--- config.mk ---
export PLATFORM = sky130hd
export DESIGN_NAME = ex_muldiv
export DESIGN_NICKNAME = d
export VERILOG_FILES = /design/src/rtl/ex_muldiv.sv
export SDC_FILE = /design/constraint.sdc
export NUM_CORES = 2
export LEC_CHECK = 0
export CORE_MARGIN = 5
export CORE_UTILIZATION = 52
export CTS_CLUSTER_SIZE = 25
export DETAILED_ROUTE_END_ITERATION = 7
export PLACE_DENSITY = 0.69
export SYNTH_ARGS = -nofsm -noshare
export SYNTH_HDL_FRONTEND = slang
export SYNTH_SLANG_ARGS = --single-unit
export TNS_END_PERCENT = 20
--- constraint.sdc ---
create_clock -name clk -period 18.1 [get_ports clk]
set_input_delay 1.81 -clock clk [delete_from_list [all_inputs] [get_ports clk]]
set_output_delay 1.81 -clock clk [all_outputs]
set_load 0.01 [all_outputs]
--- src/rtl/ex_muldiv.sv ---
// Multi-cycle multiply/divide unit beside the EX ALU: configurable-latency multiply,
// restoring radix-2 divide with sign fix-up, HI/LO result pair and one-cycle write strobe.
module ex_muldiv #(
    parameter int DATA_WIDTH  = 32,
    parameter int MUL_LATENCY = 3
) (
    input  logic                  clk,
    input  logic                  rst_n,
    input  logic                  start,
    input  logic [1:0]            op,
    input  logic [DATA_WIDTH-1:0] operand_1,
    input  logic [DATA_WIDTH-1:0] operand_2,
    input  logic                  flush,
    output logic                  busy,
    output logic                  done,
    output logic                  hilo_write_en,
    output logic [DATA_WIDTH-1:0] hi_out,
    output logic [DATA_WIDTH-1:0] lo_out,
    output logic                  div_by_zero
);
    localparam int W       = DATA_WIDTH;
    localparam int CNT_MAX = (W > MUL_LATENCY) ? W : MUL_LATENCY;
    localparam int CW      = $clog2(CNT_MAX + 1);

    localparam logic [CW-1:0] MUL_LAST = CW'(MUL_LATENCY - 1);
    localparam logic [CW-1:0] DIV_LAST = CW'(W);
    localparam logic [CW-1:0] CNT_ONE  = CW'(1);

    localparam logic [2:0] S_IDLE = 3'd0;
    localparam logic [2:0] S_MUL  = 3'd1;
    localparam logic [2:0] S_DIV  = 3'd2;
    localparam logic [2:0] S_FIX  = 3'd3;
    localparam logic [2:0] S_DONE = 3'd4;

    logic [2:0]    state_reg, state_next;
    logic [CW-1:0] cnt_reg, cnt_next;
    logic          sgn_reg, sgn_next;
    logic [W-1:0]  opa_reg, opa_next;
    logic [W-1:0]  opb_reg, opb_next;
    logic [W-1:0]  rem_reg, rem_next;
    logic [W-1:0]  quo_reg, quo_next;
    logic [W-1:0]  dvs_reg, dvs_next;
    logic          dbz_reg, dbz_next;
    logic [W-1:0]  hi_reg, hi_next;
    logic [W-1:0]  lo_reg, lo_next;

    // Multiply datapath: both operands widened to 2W so one multiplier serves signed and unsigned.
    logic [2*W-1:0] ext_a, ext_b, product;
    assign ext_a   = {{W{sgn_reg & opa_reg[W-1]}}, opa_reg};
    assign ext_b   = {{W{sgn_reg & opb_reg[W-1]}}, opb_reg};
    assign product = ext_a * ext_b;

    // Divide works on magnitudes; the most negative value maps onto its own unsigned pattern.
    logic [W-1:0] mag_a, mag_b;
    assign mag_a = (sgn_reg && opa_reg[W-1]) ? -opa_reg : opa_reg;
    assign mag_b = (sgn_reg && opb_reg[W-1]) ? -opb_reg : opb_reg;

    logic [W:0]   shifted;
    logic         step_ge;
    logic [W-1:0] step_diff;
    assign shifted   = {rem_reg, quo_reg[W-1]};
    assign step_ge   = shifted >= {1'b0, dvs_reg};
    assign step_diff = shifted[W-1:0] - dvs_reg;

    logic neg_q, neg_r;
    assign neg_q = sgn_reg && (opa_reg[W-1] ^ opb_reg[W-1]);
    assign neg_r = sgn_reg && opa_reg[W-1];

    always_comb begin
        state_next = state_reg;
        cnt_next   = cnt_reg;
        sgn_next   = sgn_reg;
        opa_next   = opa_reg;
        opb_next   = opb_reg;
        rem_next   = rem_reg;
        quo_next   = quo_reg;
        dvs_next   = dvs_reg;
        dbz_next   = dbz_reg;
        hi_next    = hi_reg;
        lo_next    = lo_reg;
        if (flush) begin
            state_next = S_IDLE;
        end else begin
            case (state_reg)
                S_IDLE: begin
                    if (start) begin
                        sgn_next = ~op[0];
                        opa_next = operand_1;
                        opb_next = operand_2;
                        cnt_next = '0;
                        dbz_next = 1'b0;
                        if (!op[1]) begin
                            state_next = S_MUL;
                        end else if (operand_2 == '0) begin
                            state_next = S_DONE;
                            dbz_next   = 1'b1;
                            hi_next    = operand_1;
                            lo_next    = '1;
                        end else begin
                            state_next = S_DIV;
                        end
                    end
                end
                S_MUL: begin
                    if (cnt_reg == MUL_LAST) begin
                        state_next         = S_DONE;
                        {hi_next, lo_next} = product;
                    end else begin
                        cnt_next = cnt_reg + CNT_ONE;
                    end
                end
                S_DIV: begin
                    // Count 0 loads the magnitudes; counts 1..W each retire one quotient bit.
                    if (cnt_reg == '0) begin
                        rem_next = '0;
                        quo_next = mag_a;
                        dvs_next = mag_b;
                        cnt_next = CNT_ONE;
                    end else begin
                        rem_next = step_ge ? step_diff : shifted[W-1:0];
                        quo_next = {quo_reg[W-2:0], step_ge};
                        if (cnt_reg == DIV_LAST) begin
                            state_next = S_FIX;
                        end else begin
                            cnt_next = cnt_reg + CNT_ONE;
                        end
                    end
                end
                S_FIX: begin
                    hi_next    = neg_r ? -rem_reg : rem_reg;
                    lo_next    = neg_q ? -quo_reg : quo_reg;
                    state_next = S_DONE;
                end
                S_DONE: begin
                    state_next = S_IDLE;
                end
                default: begin
                    state_next = S_IDLE;
                end
            endcase
        end
    end

    always_ff @(posedge clk or negedge rst_n) begin
        if (!rst_n) begin
            state_reg <= S_IDLE;
            cnt_reg   <= '0;
            sgn_reg   <= 1'b0;
            opa_reg   <= '0;
            opb_reg   <= '0;
            rem_reg   <= '0;
            quo_reg   <= '0;
            dvs_reg   <= '0;
            dbz_reg   <= 1'b0;
            hi_reg    <= '0;
            lo_reg    <= '0;
        end else begin
            state_reg <= state_next;
            cnt_reg   <= cnt_next;
            sgn_reg   <= sgn_next;
            opa_reg   <= opa_next;
            opb_reg   <= opb_next;
            rem_reg   <= rem_next;
            quo_reg   <= quo_next;
            dvs_reg   <= dvs_next;
            dbz_reg   <= dbz_next;
            hi_reg    <= hi_next;
            lo_reg    <= lo_next;
        end
    end

    // busy covers the acceptance cycle so the pipeline stalls without a bubble.
    assign busy          = rst_n && ((state_reg != S_IDLE) || (start && !flush));
    assign done          = (state_reg == S_DONE);
    assign hilo_write_en = done;
    assign div_by_zero   = done && dbz_reg;
    assign hi_out        = hi_reg;
    assign lo_out        = lo_reg;
endmodule

Yosys cells after proc, flatten, opt, wreduce, memory -nomap -nowiden
Cells that the tools add are included.

ROM bits: 0. Latch bits: 0. Output and inout port bits: 68. RAM bits: 0. Logic and storage cells: 92. Memories kept: 0. Register bits: 235. Bits of input ports: 70.

Bitwise operators: 5. Magnitude comparators: 1. Mux-type cells: 32. $add $sub $neg: 6. Divide/modulo/power cells: 0. Shift operators: 0. Reduce and logical (&&, ||, !) cells: 20. Multiply operators: 1. Equal/unequal tests: 16.

Operators by type and width (count): 32-bit two-way mux (15); 32-bit case mux with 3 select lines (2); 32-bit negation (4); 33-bit by 33-bit multiplier with 64-bit output (1); 33-bit by 32-bit >= comparator with 1-bit output (1); 32-bit logical NOT (1); 32-bit subtractor (1); 6-bit two-way mux (4); 3-bit two-way mux (7); 6-bit case mux with 3 select lines (1); 3-bit inequality test (second input constant) (5); 3-bit case mux with 4 select lines (1); 2-bit inequality test (second input constant) (5); 3-bit nonzero test (3); 6-bit by 1-bit adder with 6-bit output (second input constant) (1); 3-bit by 2-bit == test with 1-bit output (second input constant) (2); 6-bit by 2-bit == test with 1-bit output (second input constant) (1); 6-bit == test (second input constant) (1); 1-bit logical AND (6); 6-bit logical NOT (1); 3-bit AND reduction (2); 6-bit AND reduction (1); 5-bit AND reduction (1); 4-bit AND reduction (1); 10 further kinds (13).

Depth between registers and ports, before layout
Word-level depth: 6. Depth in mapped cells: 31. Gate-level depth less buffers: 27.

Worst setup path after synthesis
OpenSTA, ideal clock, no wires.

Path type: register to register. From: register opa_reg[31]. To: register hi_reg[26], in the netlist hi_out[26]. Period minus slack after synthesis: 8517 ps. Setup time: 77 ps. Data required time: 18023 ps. Arrival time: 8439 ps. Setup slack: 9583 ps. Cell stages (with the launch flop): 30. Buffers on the path: 3. Path through: dfrtp_1 and2_1 clkbuf_1 clkbuf_1 buf_1 nand2_1 inv_1 fa_1 inv_1 fa_1 inv_1 fa_1 fa_1 inv_1 fa_1 inv_1 fa_1 inv_1 fa_1 fa_1 inv_1 ha_1 nand4_1 or2_2 or3_1 nor4_1 a211o_1 o31ai_1 or4_1 a21oi_1.

Cells in the longest elaborated chain, start to end: 4. Elaborated cells on any way between the ends: 6. Those cells by class: 1 x mul; 3 x mux; 1 x bitwise; 1 x reduce/logical.

RTL lines: from (decl) (RTL line 38) `logic [W-1:0] opa_reg, opa_next;`; from (signal assigned) (RTL line 161) `opa_reg <= opa_next;`; 1-bit bitwise AND (RTL line 49) `assign ext_a = {{W{sgn_reg & opa_reg[W-1]}}, opa_reg};`; 33-bit by 33-bit multiplier with 64-bit output (RTL line 51) `assign product = ext_a * ext_b;`; 32-bit two-way mux (RTL line 105) `if (cnt_reg == MUL_LAST) begin`; 32-bit case mux with 3 select lines (*) (RTL line 84) `case (state_reg)`; to (signal assigned) (RTL line 167) `hi_reg <= hi_next;`; to (decl) (RTL line 44) `logic [W-1:0] hi_reg, hi_next;`.

Every way passes the cells marked *; elsewhere a longest branch is shown, timed or not. The select of a mux whose other input is x is not followed. A chain may end at the register's enable or synchronous reset.

Worst setup path in the final report
From: register sgn_reg. To: register hi_reg[26], in the netlist hi_out[26].

Cells in the longest elaborated chain, start to end: 4. Elaborated cells on any way between the ends: 7. Those cells by class: 1 x mul; 3 x mux; 2 x bitwise; 1 x reduce/logical.

RTL lines: from (decl) (RTL line 37) `logic sgn_reg, sgn_next;`; from (signal assigned) (RTL line 160) `sgn_reg <= sgn_next;`; 1-bit bitwise AND, on equally long branches (RTL line 49, 50); 33-bit by 33-bit multiplier with 64-bit output (RTL line 51); 32-bit two-way mux (RTL line 105); 32-bit case mux with 3 select lines (*) (RTL line 84).

Marks and branches as above.

==> metrics.md <==
| Metric | Value |
|---|---|
| Worst hold slack | `474 ps` |
| Dpl cell area | `55200 µm²` |
| Startpoint types | `flip-flop` |
| CTS tree | `done` |
| Wirelength per Cell | `22.3 µm` |
| Clock-pin slew on the worst setup and hold paths | `70 ps` |
| Fmax | `104 MHz` |
| GRT overflow | `0` |
| CTS root buffer | `clkbuf_16` |
| Drt total wl | `161000 µm` |
| Area delta synth->final | `6.30%` |
| GR peak layer | `met2` |
| Die X | `329 µm` |
| Xor and xnor area share after synthesis | `0.0322` |
| Vias per Instance | `5.71` |
| Setup violators final | `0` |
| Min Tclk post-route | `9590 ps` |
| Post-Syn Area | `52800 µm²` |
| Status | `completed` |
| Pre-Repair DR Iteration Count | `6` |
| M1 GR Usage | `0.402` |
| Worst slew pin tran | `975 ps` |
| Total number of vias | `41200` |
| Maxcap violations | `0` |
| Fin crit share | `0.530` |
| # IOs | `138` |
| Starting Density | `0.525` |
| RSZ-0062 raised after global routing | `no` |
| Clk sinks | `235` |
| Post-layout nets | `7285` |
| Compound-Gate Fraction of Synth Area | `0.0870` |
| Vias in the first global route | `44500` |
| Met2 Use GR | `0.519` |
| First-pass GRT wire length | `258000 µm` |
| Ys Warns | `0` |
| Met3 Use GR | `0.0391` |
| Clock Skew | `22.3 ps` |
| Post_cts resized | `0` |
| Post-CTS setup buffers | `0` |
| Crit. End Element | `flip-flop` |
| Slew Limit Fails | `0` |
| Die area | `108000 µm²` |
| Post-synthesis adder-cell area fraction | `0.487` |
| #FFs+latches synth | `235` |
| Synthesized area per cell | `8.86 µm²` |
| Hold bufs inserted after CTS | `0` |
| ANT nets after route | `0` |
| Top FF cell, synth | `dfrtp_1` |
| Input/output buffers | `137` |
| Syn_nets | `7403` |
| Seq/Total Area, Yosys | `0.111` |
| Worst skew pair latency | `570 ps` |
| Crit-path max FO | `31` |
| Largest net degree at the start of global routing | `147` |
| Number of DRC markers in iteration 0 | `3155` |
| Critical Path RT | `18590 ps` |
| Layout cells sized above 1 | `0.0415` |
| Unique masters post-synth | `80` |
| HP Class | `flip-flop to flip-flop` |
| Setup TNS | `0 ps` |
| Headroom to the max-slew limit | `0.350` |
| Final Instance Area | `56100 µm²` |
| Crit Path Class | `flip-flop to flip-flop` |
| H-Tree Depth | `1` |
| Die Span Y | `329 µm` |
| Core area | `100000 µm²` |
| GRT Util Overall | `0.307` |
| Fraction of synthesized area in multiplexers | `0.0158` |
| Largest family of logic cells by synthesized area | `adder cells` |
| Post-synth ARST share | `1.00` |
| CTS Buf Count | `26` |
| Antenna fix cells | `0` |
| Final hold violations | `0` |
| Maximum buffer depth of the clock tree | `3` |
| Initial antenna violation count | `7` |
| Cells after Synth | `5955` |
| Detailed Place HPWL | `126000 µm` |
| Placer congestion estimate | `0.947` |
| EDFF count, synth | `0` |
| Post-Synth Simple-Gate Area | `0.154` |
| Drc violations | `0` |
| Num rows | `116` |
| CP arrival | `10070 ps` |
[metrics by stage]
stage,cells,setup slack [ps],utilization
global placement,7166,8750,0.550
floorplan,5955,9580,-
detailed placement,7166,8670,0.550
global route,7214,8110,0.559
CTS,7214,8600,0.559
finish,7214,8510,0.559
[routing by layer]
metal  vias up  wire, µm  part of all wire
li1      17800         -                 -
met1     21300     63200              0.39
met2      1682     78200              0.49
met3       374     11100             0.069
met4         2      8690             0.054
met5         -        13          0.000081
[logic make-up (layout without fill, tap and decap cells)]
logic type,Yosys count,in the layout
AOI/OAI and AO/OA,739,739
xor gates and xnor gates,194,194
adders and majority gates,1378,1378
buffers and inverters,1577,1479
DFF,235,235
muxes,75,75
and+or+nand+nor,1757,1757
[layout by cell type, fill, tap and decap left out, types with 66 or more instances in the layout]
master	n
o21ai_0	173
xor2_1	83
nor2_1	246
buf_4	98
fa_1	1126
and2_1	343
xnor2_1	111
inv_1	1193
dfrtp_1	234
a21oi_1	235
ha_1	252
mux2_2	66
nand2_1	889
clkdlybuf4s50_1	136
[worst paths after layout]
path	depth (start not counted)	end	slack, ps	start
max	26	hi_out[26]	8510	sgn_reg
min	2	hi_out[3]	470	hi_out[3]
max reg2reg	26	hi_out[26]	8510	sgn_reg
min reg2reg	2	hi_out[3]	470	hi_out[3]
max in group asynchronous	2	dvs_reg[20]	15390	rst_n
min in group asynchronous	1	lo_out[10]	1260	rst_n
[worst max-delay path, stage by stage, from the launching register on]
cell and delay, ps:
dfrtp_1 330, buf_4 340, and2_2 430, buf_4 410, nand2_1 150, inv_1 150
fa_1 490, fa_1 620, fa_1 560, fa_1 940, inv_1 330, fa_1 550
inv_1 50, fa_1 530, inv_1 50, fa_1 450, fa_1 500, inv_1 50
ha_1 370, nand4_1 160, or2_2 350, or3_1 390, nor4_1 290, a211o_1 180
o31ai_1 180, or4_1 450, a21oi_1 160
[layout make-up]
class,instances,area (µm²)
Clock buffer,32,724
Tap cell,1357,1700
Multi-Input combinational cell,4143,41000
Clock inverter,16,161
Inverter,1195,4490
Sequential cell,235,5880
Timing Repair Buffer,236,2130
Fill cell,9150,44300
[cells in the mapped netlist, types with 29 or more instances]
cell type / instances / area share
nand2_1: 891 / 0.063
o21ai_0: 173 / 0.016
and3_1: 33 / 0.0039
a21oi_1: 235 / 0.022
nor2_1: 248 / 0.018
nand2b_1: 29 / 0.0034
fa_1: 1126 / 0.43
nand3_1: 33 / 0.0031
a221oi_1: 29 / 0.0048
nor3_1: 44 / 0.0042
inv_1: 1193 / 0.085
a31oi_1: 31 / 0.0037
and2_1: 344 / 0.041
nor4_1: 30 / 0.0036
dfrtp_1: 235 / 0.11
clkbuf_1: 315 / 0.022
xnor2_1: 111 / 0.018
buf_1: 62 / 0.0044
xor2_1: 83 / 0.014
mux2_2: 66 / 0.014
ha_1: 252 / 0.060
or3_1: 29 / 0.0034
a21o_1: 55 / 0.0078
Power is left out: the tool's default activity adds up to more than one toggle a clock period on the data nets, which glitch-free logic cannot reach.
